--- src/rtl/nibble_serial_adder.sv ---
// Serial W-bit adder: a single 4-bit slice is reused once per clock, LSB nibble first,
// with the inter-nibble carry held in a register.

module add4 (
    input  logic [3:0] a,
    input  logic [3:0] b,
    input  logic       ci,
    output logic [3:0] s,
    output logic       co
);
    assign {co, s} = {1'b0, a} + {1'b0, b} + {4'b0000, ci};
endmodule

module nibble_serial_adder #(
    parameter int NIBBLES = 8
) (
    input  logic                 clk,
    input  logic                 clrn,
    input  logic                 start,
    input  logic [4*NIBBLES-1:0] a,
    input  logic [4*NIBBLES-1:0] b,
    input  logic                 ci,
    output logic                 busy,
    output logic                 done,
    output logic [4*NIBBLES-1:0] s,
    output logic                 co,
    output logic                 ov,
    output logic [1:0]           fsm_state
);
    localparam int W  = 4 * NIBBLES;
    localparam int CW = $clog2(NIBBLES);
    localparam logic [CW-1:0] LAST = CW'(NIBBLES - 1);

    typedef enum logic [1:0] {
        IDLE = 2'd0,
        RUN  = 2'd1,
        DONE = 2'd2
    } state_t;

    state_t          state;
    logic [W-1:0]    a_sh;
    logic [W-1:0]    b_sh;
    logic            carry;
    logic [CW-1:0]   cnt;
    logic            a_msb;
    logic            b_msb;
    logic [3:0]      sum4;
    logic            c4;

    // The slice sees only registered operands, so its timing is independent of a/b/ci.
    add4 u_add4 (
        .a  (a_sh[3:0]),
        .b  (b_sh[3:0]),
        .ci (carry),
        .s  (sum4),
        .co (c4)
    );

    assign fsm_state = state;

    always_ff @(posedge clk) begin
        if (!clrn) begin
            state <= IDLE;
            busy  <= 1'b0;
            done  <= 1'b0;
            s     <= '0;
            co    <= 1'b0;
            ov    <= 1'b0;
            cnt   <= '0;
            carry <= 1'b0;
            a_sh  <= '0;
            b_sh  <= '0;
            a_msb <= 1'b0;
            b_msb <= 1'b0;
        end else begin
            case (state)
                IDLE, DONE: begin
                    if (start) begin
                        a_sh  <= a;
                        b_sh  <= b;
                        carry <= ci;
                        a_msb <= a[W-1];
                        b_msb <= b[W-1];
                        cnt   <= '0;
                        state <= RUN;
                        busy  <= 1'b1;
                        done  <= 1'b0;
                    end else begin
                        done <= 1'b0;
                        if (state == DONE) state <= IDLE;
                    end
                end
                RUN: begin
                    // Sum nibbles enter from the top so nibble 0 lands in s[3:0] at the end.
                    s     <= {sum4, s[W-1:4]};
                    a_sh  <= a_sh >> 4;
                    b_sh  <= b_sh >> 4;
                    carry <= c4;
                    if (cnt == LAST) begin
                        co    <= c4;
                        ov    <= (a_msb == b_msb) && (sum4[3] != a_msb);
                        state <= DONE;
                        busy  <= 1'b0;
                        done  <= 1'b1;
                    end else begin
                        cnt <= cnt + 1'b1;
                    end
                end
                default: state <= IDLE;
            endcase
        end
    end
endmodule

--- config.mk ---
export PLATFORM = sky130hd
export DESIGN_NAME = nibble_serial_adder
export DESIGN_NICKNAME = d
export VERILOG_FILES = /design/src/rtl/nibble_serial_adder.sv
export SDC_FILE = /design/constraint.sdc
export NUM_CORES = 1
export LEC_CHECK = 0
export BUFFER_PORTS_ARGS = -buffer_cell sky130_fd_sc_hd__clkbuf_2
export CAP_MARGIN = 20
export CORE_UTILIZATION = 55
export CTS_BUF_LIST = sky130_fd_sc_hd__clkbuf_8
export DETAILED_ROUTE_END_ITERATION = 7
export GPL_TIMING_DRIVEN = 0
export PLACE_DENSITY = 0.82
export SYNTH_ARGS = -nofsm -noshare
export SYNTH_HDL_FRONTEND = slang
export SYNTH_SLANG_ARGS = --single-unit
export TNS_END_PERCENT = 100
--- constraint.sdc ---
create_clock -name clk -period 1.9 [get_ports clk]
set_clock_uncertainty 0.15 [all_clocks]
set_input_delay 0.57 -clock clk [delete_from_list [all_inputs] [get_ports clk]]
set_output_delay 0.57 -clock clk [all_outputs]
set_load 0.01 [all_outputs]
Yosys cells after proc, flatten, opt, wreduce, memory -nomap -nowiden
Cells that the tools add are included.
{"block": "classes", "div_mod_pow": 0, "mul": 0, "shifts": 0, "n_reduce_logical": 11, "bitwise": 0, "n_mux": 18, "n_addsub": 3, "eq_ne": 9, "magnitude_cmp": 0}
{"op": "case mux 32 bit (2 select lines)", "count": 2}
{"op": "two-way mux 32 bit", "count": 2}
{"op": "AND reduction 2 bit", "count": 5}
{"op": "two-way mux 2 bit", "count": 3}
{"op": "two-way mux 3 bit", "count": 2}
{"op": "inequality test 2 bit (second input constant)", "count": 3}
{"op": "case mux 1 bit (2 select lines)", "count": 3}
{"op": "case mux 3 bit (2 select lines)", "count": 1}
{"op": "AND reduction 3 bit", "count": 2}
{"op": "adder 4 x 4 -> 5 bit", "count": 1}
{"op": "adder 5 x 1 -> 5 bit", "count": 1}
{"op": "two-way mux 1 bit", "count": 4}
{"op": "case mux 2 bit (2 select lines)", "count": 1}
{"op": "adder 3 x 1 -> 3 bit (second input constant)", "count": 1}
{"op": "== test 3 bit (second input constant)", "count": 1}
{"op": "inequality test 3 bit (second input constant)", "count": 1}
{"op": "== test 2 x 1 -> 1 bit (second input constant)", "count": 1}
{"op": "== test 2 bit (second input constant)", "count": 1}
{"op": "zero test 2 bit", "count": 1}
{"op": "nonzero test 2 bit", "count": 1}
{"op": "OR reduction 2 bit", "count": 1}
{"op": "== test 1 bit", "count": 1}
{"op": "logical AND 1 bit", "count": 1}
{"op": "inequality test 1 bit", "count": 1}
{"block": "word_totals", "n_memories": 0, "rom_bits": 0, "mem_bits_rw": 0, "register_bits": 108, "out_inout_bits": 38, "input_bits": 68, "wordCells": 53, "latchBits": 0}

Logic depth before layout (Yosys ltp)
{"block": "depth", "ltp_word": 4, "ltp_mapped": 7, "depth_no_buf": 7}

Modules after synthesis
A second synthesis with hierarchy kept.
{"block": "unflattened", "hier_cells": 557, "area_unflattened_um2": 4327.9}
{"mod": "nibble_serial_adder", "cells_each": 541, "instances": 1, "area_per_inst_um2": 4184.0, "seq_area_each_um2": 2162.1}
{"mod": "add4", "cells_each": 16, "instances": 1, "area_per_inst_um2": 143.9, "seq_area_each_um2": 0.0}

Worst setup path before layout
Ideal clock, no wire load.
{"block": "synth_timing", "path_kind": "reg2reg", "start": "register a_sh[0]", "end": "register ov", "required_time_ps": 1676, "stages_incl_launch_ff": 6, "slack_ps": 166, "setup_time_ps": 74, "synth_period_minus_slack_ps": 1734, "n_path_buf": 0, "t_arrival_ps": 1510, "cell_sequence": "dfxtp_1 -> fa_1 -> nand3_1 -> a21oi_1 -> or4_1 -> a31oi_1"}
{"block": "synth_between", "elab_chain_len": 4}
{"element": "start, declared", "line": "41", "rtl": "logic [W-1:0] a_sh;"}
{"element": "start signal, assigned", "line": "96", "rtl": "a_sh <= a_sh >> 4;"}
{"element": "adder 4 x 4 -> 5 bit", "line": "11", "rtl": "assign {co, s} = {1'b0, a} + {1'b0, b} + {4'b0000, ci};"}
{"element": "adder 5 x 1 -> 5 bit", "line": "11"}
{"element": "inequality test 1 bit", "line": "101", "rtl": "ov <= (a_msb == b_msb) && (sum4[3] != a_msb);"}
{"element": "logical AND 1 bit", "line": "101"}
{"element": "end signal, assigned", "line": "101"}
{"element": "end, declared", "line": "27", "rtl": "output logic ov,"}
No other way between the ends.
A chain may end at the register's enable or synchronous reset.

Worst setup path in the final report
{"block": "layout_timing", "start": "register a_sh[0]", "end": "register carry"}
{"block": "layout_between", "elab_chain_len": 3}
{"element": "adder 4 x 4 -> 5 bit", "line": "11"}
{"element": "adder 5 x 1 -> 5 bit", "line": "11"}
{"element": "case mux 1 bit (2 select lines)", "line": "76", "rtl": "case (state)"}
{"element": "end signal, assigned", "line": "81", "rtl": "carry <= ci;"}
{"element": "end, declared", "line": "43", "rtl": "logic carry;"}
No other way between the ends.

==> metrics.md <==
| Metric | Value |
|---|---|
| Status | completed |
| Synth unique cells | 33 |
| DRT Wirelength | 9880 um |
| Die area | 7920 um2 |
| Routed len/inst | 14.0 um |
| CP Data Required Time | 1.99 ns |
| Hold Path Class | input port to flop |
| Final setup TNS | 0 ns |
| Max incr delay on CP | 0.39 ns |
| Top post-synthesis cells by area | dfxtp_1 (52%), a21oi_1 (12%), a22oi_1 (11%) |
| NumNets Final | 677 |
| Max Root-Sink Buffers | 2 |
| DRT Pass-1 Iters | 5 |
| Fmax | 0.561 GHz |
| Antenna violations before repair | 0 |
| Global-route wire length before repair | 15500 um |
| Critical path's top delay family | adder cells |
| Clock transition at path regs | 0.10 ns |
| Layout cells sized above 1 | 0.255 |
| Leakage | 2.05 nW |
| Tot Pwr | 4.39 mW |
| Critical path depth in cells | 7 |
| Overall Global Routing Usage | 0.257 |
| Share of the synthesized area in the top cell type | 0.520 |
| Syn nets | 561 |
| Vias per Instance | 5.52 |
| CP arrival | 1.87 ns |
| Final Non-Filler Cells | 706 |
| Cell area power density | 872 nW/um2 |
| Worst path slowest cell | fa_2 |
| RR Endpoint | carry$_SDFFE_PN0P_ |
| FF-to-FF Start | a_sh[0]$_SDFFE_PN0P_ |
| Buf/Inv on CP | 1 |
| Placed cell count | 690 |
| Met2 Resource Use GR | 0.453 |
| CP Class | flop to flop |
| Vias in the first global route | 3514 |
| Placed inst area | 4810 um2 |
| Sequential area share after synthesis | 0.520 |
| Most Crowded Layer GR | met2 |
| Avg Synthesized Cell Area | 8.56 um2 |
| Hold path depth | 3 |
| Synth warnings | 0 |
| TritonCTS sink count | 108 |
| DP HPWL | 7270 um |
| Grt total ovfl | 0 |
| Place WS | -0.233 ns |
| Number of port buffers | 105 |
| Max-Slew Margin vs Limit | 0.581 |
| Die width | 89.0 um |
| Starting Density | 0.571 |
| Finished Cell Area | 5040 um2 |
| N_diodes | 0 |
| Worst hold slack | 0.296 ns |
| Clk_lat worst skew | 0.37 ns |
| CP max FO | 2 |
| Num CTS Buffers | 9 |
| Met1 usage | 0.314 |
| Worst-Margin Slew | 0.628 ns |
| Reg2reg setup slack | 0.12 ns |
| Seq cells post-synth | 108 |
| CP startpoint | a_sh[0]$_SDFFE_PN0P_ |
| Fin. max-slew vios | 0 |
| Worst reg2reg path depth | 7 |
| Crit path time final | 1.78 ns |
| CTS H-tree lvls | 3 |
| Final Util | 0.691 |
| Ports | 106 |
| Critical path cell sequence | fa_2 -> inv_1 -> fa_1 -> nor2b_2 -> o21a_1 -> o21ai_0 -> a21oi_1 |
| # DRC | 0 |
| Initial detailed-routing violation count | 253 |
| Largest net degree at the start of global routing | 17 |
| DR vias | 3896 |
| CTS Root Cell | clkbuf_8 |
| Area Growth Syn to Fin | 21.1% |
| VDD IR-drop max | 0.562 mV |
| Core Region | 7290 um2 |
| Placer Congestion | 0.866 |
| Setup violations, final | 0 |
| Antenna Nets Post-Route | 0 |
| Met3 global-route usage | 0.0416 |
| Final period util | 0.937 |
| Die height | 89.0 um |
| Cell taking the most area after synthesis | dfxtp_1 |
| Max-cap violations | 0 |
| RSZ-0062 raised after global routing | no |
| Syn Inst Count | 486 |
| Endpoint class of the critical path | flop |
| Worst Setup Start Kind | flop |
| Mapped Area | 4160 um2 |
| Setup crit end | carry$_SDFFE_PN0P_ |
| Row cnt | 31 |
| CTS tree | done |
| Post-route setup slack | 0.119 ns |
| Final-report hold violation count | 0 |
tightest hold or removal path, cell delays in order:
cell      delay, ns
clkbuf_2       0.07
a22oi_1        0.07
nor2_1         0.07
cell type report:
class / instances / area (um2)
buffer: 41 / 214
clock buffer: 10 / 138
clock inverter: 6 / 57.6
fill: 641 / 2260
inverter: 6 / 22.5
multi-input combinational: 331 / 1790
sequential: 108 / 2170
tap: 99 / 124
timing repair buffer: 105 / 526
repair_timing:
action                                  4_1_cts  5_1_grt
hold endpoints to repair                      0        0
hold buffers                                  0        0
setup buffers                                 0        0
resized for setup                             0        8
endpoints found under the setup margin        0        4
worst min path at each step:
| stage | to | startpoint | slack [ns] |
|---|---|---|---|
| 2_1_floorplan | a_sh[10]$_SDFFE_PN0P_ | a_sh[10]$_SDFFE_PN0P_ | 0.29 |
| 3_5_place_dp | s[1]$_SDFFE_PN0P_ | s[1]$_SDFFE_PN0P_ | 0.30 |
| 6_report | a_sh[28]$_SDFFE_PN0P_ | a[28] | 0.30 |
| 4_1_cts | a_sh[28]$_SDFFE_PN0P_ | a[28] | 0.29 |
| 5_1_grt | a_sh[28]$_SDFFE_PN0P_ | a[28] | 0.30 |
| 3_3_place_gp | b_sh[5]$_SDFFE_PN0P_ | b_sh[5]$_SDFFE_PN0P_ | 0.29 |
layer usage:
layer	vias to the layer above	wire, um
met5	-	0
met4	0	157
met3	16	610
met2	131	4880
met1	1835	4230
li1	1914	-
registers in the layout (all words and copies together) (netlist names):
| register | cells |
|---|---|
| a_sh | 32 |
| b_sh | 32 |
| s | 32 |
| cnt | 3 |
| fsm_state | 2 |
| a_msb | 1 |
| b_msb | 1 |
| busy | 1 |
| carry | 1 |
| co | 1 |
| done | 1 |
| ov | 1 |
layout by cell type, fill, tap and decap left out, types with 2 or more instances in the layout:
master,Yosys,routed
a211oi_1,2,2
a21oi_1,96,96
a22oi_1,63,63
buf_2,14,14
buf_4,9,9
clkbuf_1,16,16
clkbuf_2,1,106
clkbuf_8,0,10
dfxtp_1,108,105
dfxtp_2,0,3
ha_1,5,4
inv_1,5,8
nand2_1,123,123
nand2b_1,2,2
nand3b_1,2,2
nor2_1,15,15
o21ai_0,4,4
power by group:
part           switching, mW  internal [mW]
Sequential            0.0681           2.38
Combinational          0.334          0.232
Clock                  0.745          0.635
kinds of logic (layout without fill, tap and decap cells):
kind of cell | count (synthesis) | in the layout | synth area share
adder cells (fa/ha/maj) | 7 | 7 | 0.0247
flip-flops | 108 | 108 | 0.520
AO/OA/AOI/OAI | 170 | 170 | 0.247
buffers and inverters | 47 | 168 | 0.0568
AND/OR/NAND/NOR | 154 | 154 | 0.152
cell usage after synthesis:
library cell,count
nor2_2,1
nand2b_1,2
o21ai_0,4
a22oi_1,63
clkinv_1,1
clkbuf_2,1
nand2_1,123
inv_1,5
and3_4,1
ha_1,5
a21oi_1,96
clkbuf_1,16
buf_4,9
o21a_1,1
nor2b_1,2
dfxtp_1,108
nor2b_4,1
fa_1,2
o41ai_1,1
buf_2,14
nand3_1,2
buf_6,1
nor3b_1,1
nor3_1,1
and3_1,1
a211oi_1,2
or4_1,1
and2_1,1
nand3b_1,2
o211ai_1,1
nor2_1,15
a21oi_2,1
a31oi_1,1
Power figures use the tool's default switching activity.
